$ cat src/rtl/uart_tx_core_if.sv
// uart_tx_core_if: parallel request side and serial line of the UART transmitter.
// Handshake: a request is taken at a rising clock edge where DATA_VALID=1 and the
// transmitter is idle (BUSY=0 in the preceding cycle). There is no ready signal;
// BUSY high means DATA_VALID is ignored. P_DATA, PAR_EN and PAR_TYP only matter at
// the accepting edge.
interface uart_tx_core_if #(
  parameter int DATA_WIDTH = 8
);
  logic [DATA_WIDTH-1:0] P_DATA;
  logic                  DATA_VALID;
  logic                  PAR_EN;
  logic                  PAR_TYP;
  logic                  TX_OUT;
  logic                  BUSY;

  modport master (
    output P_DATA, DATA_VALID, PAR_EN, PAR_TYP,
    input  TX_OUT, BUSY
  );

  modport slave (
    input  P_DATA, DATA_VALID, PAR_EN, PAR_TYP,
    output TX_OUT, BUSY
  );
endinterface

$ cat src/rtl/uart_tx_core.sv
// uart_tx_core: one bit per CLK cycle UART transmitter.
// Frame: start(0), DATA_WIDTH payload bits LSB first, optional parity, stop bit(s) at 1.
// Optional feature: define TX_TWO_STOP_EN to send two stop bits (adds state STOP2).
// TX_OUT and BUSY are registered: they are decoded from the next state so the
// line changes on the same edge the state does.
module uart_tx_core #(
  parameter int DATA_WIDTH = 8
) (
  input  logic           CLK,
  input  logic           RST,
  uart_tx_core_if.slave  bus,
  output logic [2:0]     state_dbg
);

  localparam int CW = $clog2(DATA_WIDTH);
  localparam logic [CW-1:0] LAST_BIT = CW'(DATA_WIDTH - 1);

`ifdef TX_TWO_STOP_EN
  typedef enum logic [2:0] {
    IDLE   = 3'd0,
    START  = 3'd1,
    DATA   = 3'd2,
    PARITY = 3'd3,
    STOP   = 3'd4,
    STOP2  = 3'd5
  } state_t;
`else
  typedef enum logic [2:0] {
    IDLE   = 3'd0,
    START  = 3'd1,
    DATA   = 3'd2,
    PARITY = 3'd3,
    STOP   = 3'd4
  } state_t;
`endif

  state_t                state_q, state_nxt;
  logic [CW-1:0]         cnt_q, cnt_nxt;
  logic [DATA_WIDTH-1:0] data_q;
  logic                  par_en_q;
  logic                  par_bit_q;
  logic                  tx_q, tx_nxt;
  logic                  busy_q, busy_nxt;
  logic                  accept;

  assign accept     = (state_q == IDLE) && bus.DATA_VALID;
  assign bus.TX_OUT = tx_q;
  assign bus.BUSY   = busy_q;
  assign state_dbg  = state_q;

  // Next-state, bit counter and registered-output decode.
  always_comb begin
    state_nxt = state_q;
    cnt_nxt   = '0;
    tx_nxt    = 1'b1;
    busy_nxt  = 1'b1;
    case (state_q)
      IDLE:   if (bus.DATA_VALID) state_nxt = START;
      START:  state_nxt = DATA;
      DATA: begin
        if (cnt_q == LAST_BIT) begin
          state_nxt = par_en_q ? PARITY : STOP;
        end else begin
          cnt_nxt = cnt_q + 1'b1;
        end
      end
      PARITY: state_nxt = STOP;
`ifdef TX_TWO_STOP_EN
      STOP:   state_nxt = STOP2;
      STOP2:  state_nxt = IDLE;
`else
      STOP:   state_nxt = IDLE;
`endif
      default: state_nxt = IDLE;
    endcase

    // Line level for the cycle that follows this edge.
    case (state_nxt)
      IDLE:    busy_nxt = 1'b0;
      START:   tx_nxt   = 1'b0;
      DATA:    tx_nxt   = data_q[cnt_nxt];
      PARITY:  tx_nxt   = par_bit_q;
      default: tx_nxt   = 1'b1;
    endcase
  end

  // State, counter and line registers; reset drops the line to idle at once.
  always_ff @(posedge CLK or negedge RST) begin
    if (!RST) begin
      state_q <= IDLE;
      cnt_q   <= '0;
      tx_q    <= 1'b1;
      busy_q  <= 1'b0;
    end else begin
      state_q <= state_nxt;
      cnt_q   <= cnt_nxt;
      tx_q    <= tx_nxt;
      busy_q  <= busy_nxt;
    end
  end

  // Frame capture: payload and parity are frozen at acceptance.
  always_ff @(posedge CLK or negedge RST) begin
    if (!RST) begin
      data_q    <= '0;
      par_en_q  <= 1'b0;
      par_bit_q <= 1'b0;
    end else if (accept) begin
      data_q    <= bus.P_DATA;
      par_en_q  <= bus.PAR_EN;
      par_bit_q <= (^bus.P_DATA) ^ bus.PAR_TYP;
    end
  end

endmodule

$ cat src/flat_wrapper.sv
// flat-port wrapper written by rule: the top's interface ports become plain ports
module uart_tx_core_flat 
#(
  parameter int DATA_WIDTH = 8
)
  (CLK, RST, state_dbg, bus_P_DATA, bus_DATA_VALID, bus_PAR_EN, bus_PAR_TYP, bus_TX_OUT, bus_BUSY);
  uart_tx_core_if #(.DATA_WIDTH(DATA_WIDTH)) bus_i ();
  input  logic CLK;
  input  logic RST;
  output logic [2:0] state_dbg;
  input wire logic [$bits(bus_i.P_DATA)-1:0] bus_P_DATA;
  input wire logic [$bits(bus_i.DATA_VALID)-1:0] bus_DATA_VALID;
  input wire logic [$bits(bus_i.PAR_EN)-1:0] bus_PAR_EN;
  input wire logic [$bits(bus_i.PAR_TYP)-1:0] bus_PAR_TYP;
  output wire logic [$bits(bus_i.TX_OUT)-1:0] bus_TX_OUT;
  output wire logic [$bits(bus_i.BUSY)-1:0] bus_BUSY;
  assign bus_i.P_DATA = bus_P_DATA;
  assign bus_i.DATA_VALID = bus_DATA_VALID;
  assign bus_i.PAR_EN = bus_PAR_EN;
  assign bus_i.PAR_TYP = bus_PAR_TYP;
  assign bus_TX_OUT = bus_i.TX_OUT;
  assign bus_BUSY = bus_i.BUSY;
  uart_tx_core #(.DATA_WIDTH(DATA_WIDTH)) u_core (.CLK(CLK), .RST(RST), .bus(bus_i), .state_dbg(state_dbg));
endmodule
$ cat config.mk
export PLATFORM = sky130hd
export DESIGN_NAME = uart_tx_core_flat
export DESIGN_NICKNAME = d
export VERILOG_FILES = /design/src/rtl/uart_tx_core_if.sv /design/src/rtl/uart_tx_core.sv /design/src/flat_wrapper.sv
export SDC_FILE = /design/constraint.sdc
export NUM_CORES = 1
export LEC_CHECK = 0
export CORE_ASPECT_RATIO = 1.75
export CORE_MARGIN = 2
export CORE_UTILIZATION = 40
export CTS_CLUSTER_DIAMETER = 80
export CTS_CLUSTER_SIZE = 12
export DETAILED_ROUTE_END_ITERATION = 10
export SLEW_MARGIN = 25
export SYNTH_ARGS = -nofsm -noshare
export SYNTH_HDL_FRONTEND = slang
export SYNTH_SLANG_ARGS = --single-unit
$ cat constraint.sdc
create_clock -name CLK -period 2 [get_ports CLK]
set_input_delay 0.4 -clock CLK [delete_from_list [all_inputs] [get_ports CLK]]
set_output_delay 0.4 -clock CLK [all_outputs]
set_load 0.02 [all_outputs]
==> run metrics, run 1 <==
crit path launch=u_core.state_dbg[1]; initial core utilization=0.417; Slew @ Worst Pin=roughly 0.47 ns; synth-to-layout area growth=27.1%; Yosys reg bits=18; Yosys top cell by area=dfrtp_1; overall routing resource usage=0.154; Setup crit end kind=output port; layout cells sized above 1=0.175; I/O Pins=18; syn_nets=99; via/cell ratio=about 5.2; Crit path buffers/inverters=1; Max Clock Skew=0.00185 ns; vias in the first global route=roughly 680; Die Wd=~41 um; Leak=between 0.0005 and 0.0006 uW; worst min path class=in -> async; GP Congestion=0.729; routed via count=around 670; Worst EP arrival=between 1 and 1.5 ns; Routed WL=1750 um; Sw Share=0.345; clk slew on worst S/H paths=approximately 0.07 ns; Reg power frac=0.395; die height=68.4 um; die area=around 0.0028 mm^2; clk sinks=18; sequential area share after synthesis=0.477; PortBufs=17; count of final setup violators=0; Clock Latency Late Sink=about 0.25 ns; placed cell areas=about 0.0011 mm^2; Critical-path top delay cell=clkdlybuf4s50_1; CTS Buf Count=3; htree depth=1; Post-Synthesis Cells=between 80 and 90; top cells by area, synth=dfrtp_1 (45%), mux2_2 (9.5%), xnor2_1 (4.6%), ha_1 (4.0%), mux2i_1 (3.2%); Final Cell Area=~0.0012 mm^2; DR pass1 iterations=2; Int Pwr=between 1000 and 1500 uW; synthesized area per cell=~11 um^2; crit path cell chain=clkdlybuf4s50_1; first-pass GRT wire length=a little under 3000 um; TritonCTS clock tree=built; Worst Path Max Fanout=13; gr ovfl total=0; Final Hold Violating Endpoints=0; CTS resizes=0; TNS Setup=0 ns; Worst R2R Start=u_core.cnt_q[0]; nets=120; status=finished, final reports clean; number of distinct library cells after synthesis=31; fin crit period=1.88 ns; Comb pwr share=0.427; Syn. warnings=0; Final HPWL DP=~1400 um; Max Cap Viol=0; DR WL/cell=between 10 and 15 um; critical path required time=~1.6 ns; RSZ-0062 raised after global routing=false; Max Root-Sink Buffers=2; crit-path leading delay family=buffers and inverters; largest net degree at the start of global routing=14; Power Density=1400 mW/mm^2; hold buffer count at cts=0; core area=between 0.002 and 0.0025 mm^2; drt drc=0; switching power=between 500 and 600 uW; Peak supply drop=655 uV; initial drt markers=9; post-CTS setup buffer count=0; n_diodes=0; most frequent cells in the layout=clkdlybuf4s50_1 (17), dfrtp_1 (17), mux2_2 (8); Rel. slew slack=0.685; slowest stage delay, CP=roughly 0.67 ns; initial antenna violation count=0; Root Driver=clkbuf_8; Fmax=between 0.5 and 0.6 GHz; Worst Setup Path Type=reg -> out; Critical Path Source Type=flop; Final period util=0.941; clock group share of total power=0.178; Antenna Nets Post-Route=0; Slew Limit Fails=0; share of the synthesized area in the top cell type=0.449; Mapped Area=947 um^2; # rows=23
==> layer usage <==
layer / global-route usage / share of wire / vias up
met2: 0.258 / 0.55 / 15
met1: 0.181 / 0.40 / 314
met3: 0.0260 / 0.033 / 4
li1: - / - / 334
met4: 0.0708 / 0.014 / 0
met5: 0 / 0 / -
==> worst paths after layout <==
path,to,slack [ns],cells past startpoint
hold / removal,u_core.bus.BUSY,0.42,1
setup reg to reg,u_core.bus.TX_OUT,0.17,6
max in group asynchronous,u_core.data_q[6],1.09,2
min in group CLK,u_core.data_q[3],0.51,1
setup / recovery,state_dbg[1],0.12,1
hold reg to reg,u_core.data_q[3],0.51,1
==> registers in the layout (all words and copies together) (netlist names) <==
| name | count |
|---|---|
| u_core.bus.BUSY | 1 |
| u_core.bus.TX_OUT | 1 |
| u_core.cnt_q | 3 |
| u_core.data_q | 8 |
| u_core.par_bit_q | 1 |
| u_core.par_en_q | 1 |
| u_core.state_dbg | 3 |
==> cell families (layout without fill, tap and decap cells) <==
family	count (synthesis)	in the layout	share of synthesized area
XOR/XNOR	7	7	0.0793
buffers and inverters	7	27	0.0357
multiplexers	12	12	0.143
flip-flops	18	18	0.477
adder cells (fa/ha/maj)	3	3	0.0396
AND/OR/NAND/NOR	22	22	0.128
AO/OA/AOI/OAI	14	14	0.0978
==> area by class of cell <==
type	instances	area, um^2
fillers	216	1070
multi-input cells	58	462
flip-flops and latches	18	452
repair buffers	20	193
clock buffers	4	55.1
well taps	25	31.3
inverters	3	11.3
==> power by group through the flow <==
stage | logic, uW | clock network [uW] | registers, uW
6_report | 722 | 301 | 667
3_3_place_gp | 715 | 0 | 678
5_1_grt | 794 | 321 | 695
3_5_place_dp | 728 | 0 | 680
4_1_cts | 731 | 308 | 673
2_1_floorplan | 514 | 0 | 667
==> Yosys cell counts <==
| master | n |
|---|---|
| and2_1 | 1 |
| o22ai_1 | 1 |
| mux2_2 | 8 |
| o21ai_0 | 2 |
| ha_1 | 3 |
| nor2b_1 | 1 |
| xnor3_1 | 1 |
| dfstp_2 | 1 |
| a21oi_1 | 5 |
| mux2_4 | 1 |
| xnor2_1 | 5 |
| o211ai_1 | 1 |
| buf_2 | 3 |
| and3_1 | 1 |
| buf_4 | 1 |
| xor2_1 | 1 |
| nand2_1 | 2 |
| nor2_1 | 5 |
| dfrtp_1 | 17 |
| o2111a_1 | 1 |
| nand2b_1 | 2 |
| o221ai_1 | 1 |
| inv_1 | 3 |
| mux2i_1 | 3 |
| a21boi_0 | 1 |
| nor3_1 | 5 |
| nor4b_2 | 1 |
| o21a_1 | 1 |
| and3b_1 | 1 |
| nand3_1 | 3 |
| o2111ai_1 | 1 |
==> stage by stage <==
step	util	worst slack, ns	std cells	hold WS [ns]	total power (uW)
after floorplan	-	0.479	83	0.104	1180
after global placement	0.505	0.0583	124	0.495	1390
after detailed placement	0.505	0.00835	124	0.496	1410
after CTS	0.529	0.115	128	0.438	1710
after global routing	0.529	0.0239	128	0.449	1810
final	0.529	0.118	128	0.424	1690
(Power assumes the default switching activity.)
==> run 2, diff against run 1 <==
- CELL_PAD_IN_SITES_DETAIL_PLACEMENT: not set -> 1
- CELL_PAD_IN_SITES_GLOBAL_PLACEMENT: not set -> 1
- CORE_UTILIZATION: 40 -> 39
- MAX_ROUTING_LAYER: not set -> met4
- PLACE_DENSITY_LB_ADDON: not set -> 0.1
==> run 2 against run 1 <==
  * Utilization is 1.1 points lower
  * Setup slack worse by 0.026 ns
  * Final area down 0.83%
  * Worst hold slack gained 0.021 ns
  * Combinational power grew 2%
  * Sequential share of layout area is 0.31 points higher
  * Clock skew increased by 0.00082 ns
  * Non-clock buffer count is the same
  * First-iteration DRC count is 11% lower
  * Largest cell class unchanged
  * Sequential power grew 1%
==> run metrics, run 2 (same netlist as run 1, synthesis figures left out) <==
Leak=0.000511 uW (was 0.000517 uW); I/O Pins=18 (unchanged); crit-path leading delay family=buffers and inverters (unchanged); drt drc=0 (unchanged); clock group share of total power=0.158 (was 0.178); Crit path buffers/inverters=1 (unchanged); gr ovfl total=0 (unchanged); vias in the first global route=719 (was 676); crit path cell chain=clkdlybuf4s50_1 (unchanged); Final period util=0.954 (was 0.941); Slew Limit Fails=0 (unchanged); Critical Path Source Type=flop (unchanged); Clock Latency Late Sink=0.26 ns (was 0.25 ns); clk slew on worst S/H paths=0.07 ns (about the same); Peak supply drop=610 uV (was 655 uV); Worst Setup Path Type=reg -> out (unchanged); critical path required time=1.60 ns (about the same); core area=0.00230 mm^2 (was 0.00227 mm^2); Max Clock Skew=0.00267 ns (was 0.00185 ns); Setup crit end kind=output port (unchanged); met3 GRT Util=0.0288 (was 0.0260); fin crit period=1.91 ns (was 1.88 ns); Worst R2R Start=u_core.cnt_q[0] (unchanged); # rows=23 (unchanged); grt met1 use=0.173 (was 0.181); Comb pwr share=0.440 (was 0.427); n_diodes=0 (unchanged); WP depth=1 (unchanged); Routed WL=1930 um (was 1750 um); Most flops, register=u_core.data_q (unchanged); TritonCTS clock tree=built (unchanged); setup ws final=0.0928 ns (was 0.118 ns); CTS resizes=0 (unchanged); overall routing resource usage=0.166 (was 0.154); most frequent cells in the layout=clkdlybuf4s50_1 (17), dfrtp_1 (17), mux2_2 (8) (unchanged); Max Cap Viol=0 (unchanged); status=finished, final reports clean (unchanged); Worst Path Max Fanout=13 (unchanged); largest net degree at the start of global routing=14 (unchanged); htree depth=1 (unchanged); via/cell ratio=5.45 (was 5.21); Power Density=1400 mW/mm^2 (about the same); CTS Buf Count=3 (unchanged); Reg power frac=0.402 (was 0.395); initial antenna violation count=0 (unchanged); Sw Share=0.358 (was 0.345); Final Hold Violating Endpoints=0 (unchanged); count of final setup violators=0 (unchanged); Max Root-Sink Buffers=2 (unchanged); Critical-path top delay cell=clkdlybuf4s50_1 (unchanged); clk sinks=18 (unchanged); Die Wd=41.3 um (was 40.8 um); layout cells sized above 1=0.165 (was 0.175); initial drt markers=8 (was 9); die area=0.00285 mm^2 (was 0.00279 mm^2); met2 GRT Util=0.273 (was 0.258); Antenna Nets Post-Route=0 (unchanged); first-pass GRT wire length=3170 um (was 2960 um); routed via count=698 (was 667); pre-CTS setup slack=0.00669 ns (was 0.00835 ns); Worst EP arrival=1.51 ns (was 1.48 ns); global route hottest layer=met2 (unchanged); synth-to-layout area growth=26.0% (was 27.1%); post-CTS setup buffer count=0 (unchanged); TNS Setup=0 ns (unchanged); max reg flops=8 (unchanged); crit path launch=u_core.state_dbg[1] (unchanged); initial core utilization=0.411 (was 0.417); worst min path class=in -> async (unchanged); nets=120 (unchanged); reg2reg path depth=6 (unchanged); slowest stage delay, CP=0.68 ns (was 0.67 ns); Int Pwr=1070 uW (was 1110 uW); Rel. slew slack=0.715 (was 0.685); GP Congestion=0.696 (was 0.729); die height=69.2 um (was 68.4 um); Root Driver=clkbuf_8 (unchanged); DR WL/cell=15.1 um (was 13.7 um); PortBufs=17 (unchanged); R2R Path End=u_core.bus.TX_OUT (unchanged); RSZ-0062 raised after global routing=false (unchanged); hold buffer count at cts=0 (unchanged); switching power=600 uW (was 584 uW); Fmax=0.524 GHz (was 0.531 GHz); Slew @ Worst Pin=0.426 ns (was 0.472 ns); Reg2Reg Setup Slack=0.18 ns (was 0.17 ns); DR pass1 iterations=3 (was 2)
-- run 2: cell types whose count changed in the layout (fill, tap and decap cells not counted) --
cell / previous run / this run
clkbuf_8: 4 / 3
clkbuf_1: 0 / 1
-- run 2: power by group through the flow --
| stage | registers (uW) | logic, uW | clock network (uW) |
|---|---|---|---|
| floorplan | 667 | 514 | 0 |
| global placement | 681 | 726 | 0 |
| detailed placement | 687 | 742 | 0 |
| CTS | 680 | 746 | 271 |
| global route | 703 | 812 | 286 |
| finish | 674 | 736 | 264 |
-- run 2: layout make-up --
| type | count | area (um^2) |
|---|---|---|
| fill | 263 | 1110 |
| multi-input combinational | 58 | 462 |
| sequential | 18 | 452 |
| timing repair buffer | 20 | 193 |
| clock buffer | 4 | 45.0 |
| tap | 25 | 31.3 |
| inverter | 3 | 11.3 |
-- run 2: how the worst max path moves through the flow --
stage	slack, ns	end
finish	0.09	state_dbg[1]
global route	0.03	state_dbg[1]
CTS	0.08	state_dbg[1]
detailed placement	0.007	u_core.par_bit_q
global placement	0.08	u_core.par_bit_q
floorplan	0.48	u_core.data_q[1]
-- run 2: metal layers --
metal | vias up | wire, um
met1 | 346 | 707
li1 | 331 | -
met3 | 5 | 61
met5 | - | 0
met4 | 0 | 51
met2 | 16 | 1110
-- run 2: through the flow --
stage / total power [uW] / hold WS, ns / utilization / cell area [um^2] / instances
floorplan: 1180 / 0.104 / - / 947 / 83
global placement: 1410 / 0.495 / 0.499 / 1150 / 124
detailed placement: 1430 / 0.500 / 0.499 / 1150 / 124
CTS: 1700 / 0.460 / 0.518 / 1190 / 128
global route: 1800 / 0.474 / 0.518 / 1190 / 128
finish: 1670 / 0.445 / 0.518 / 1190 / 128
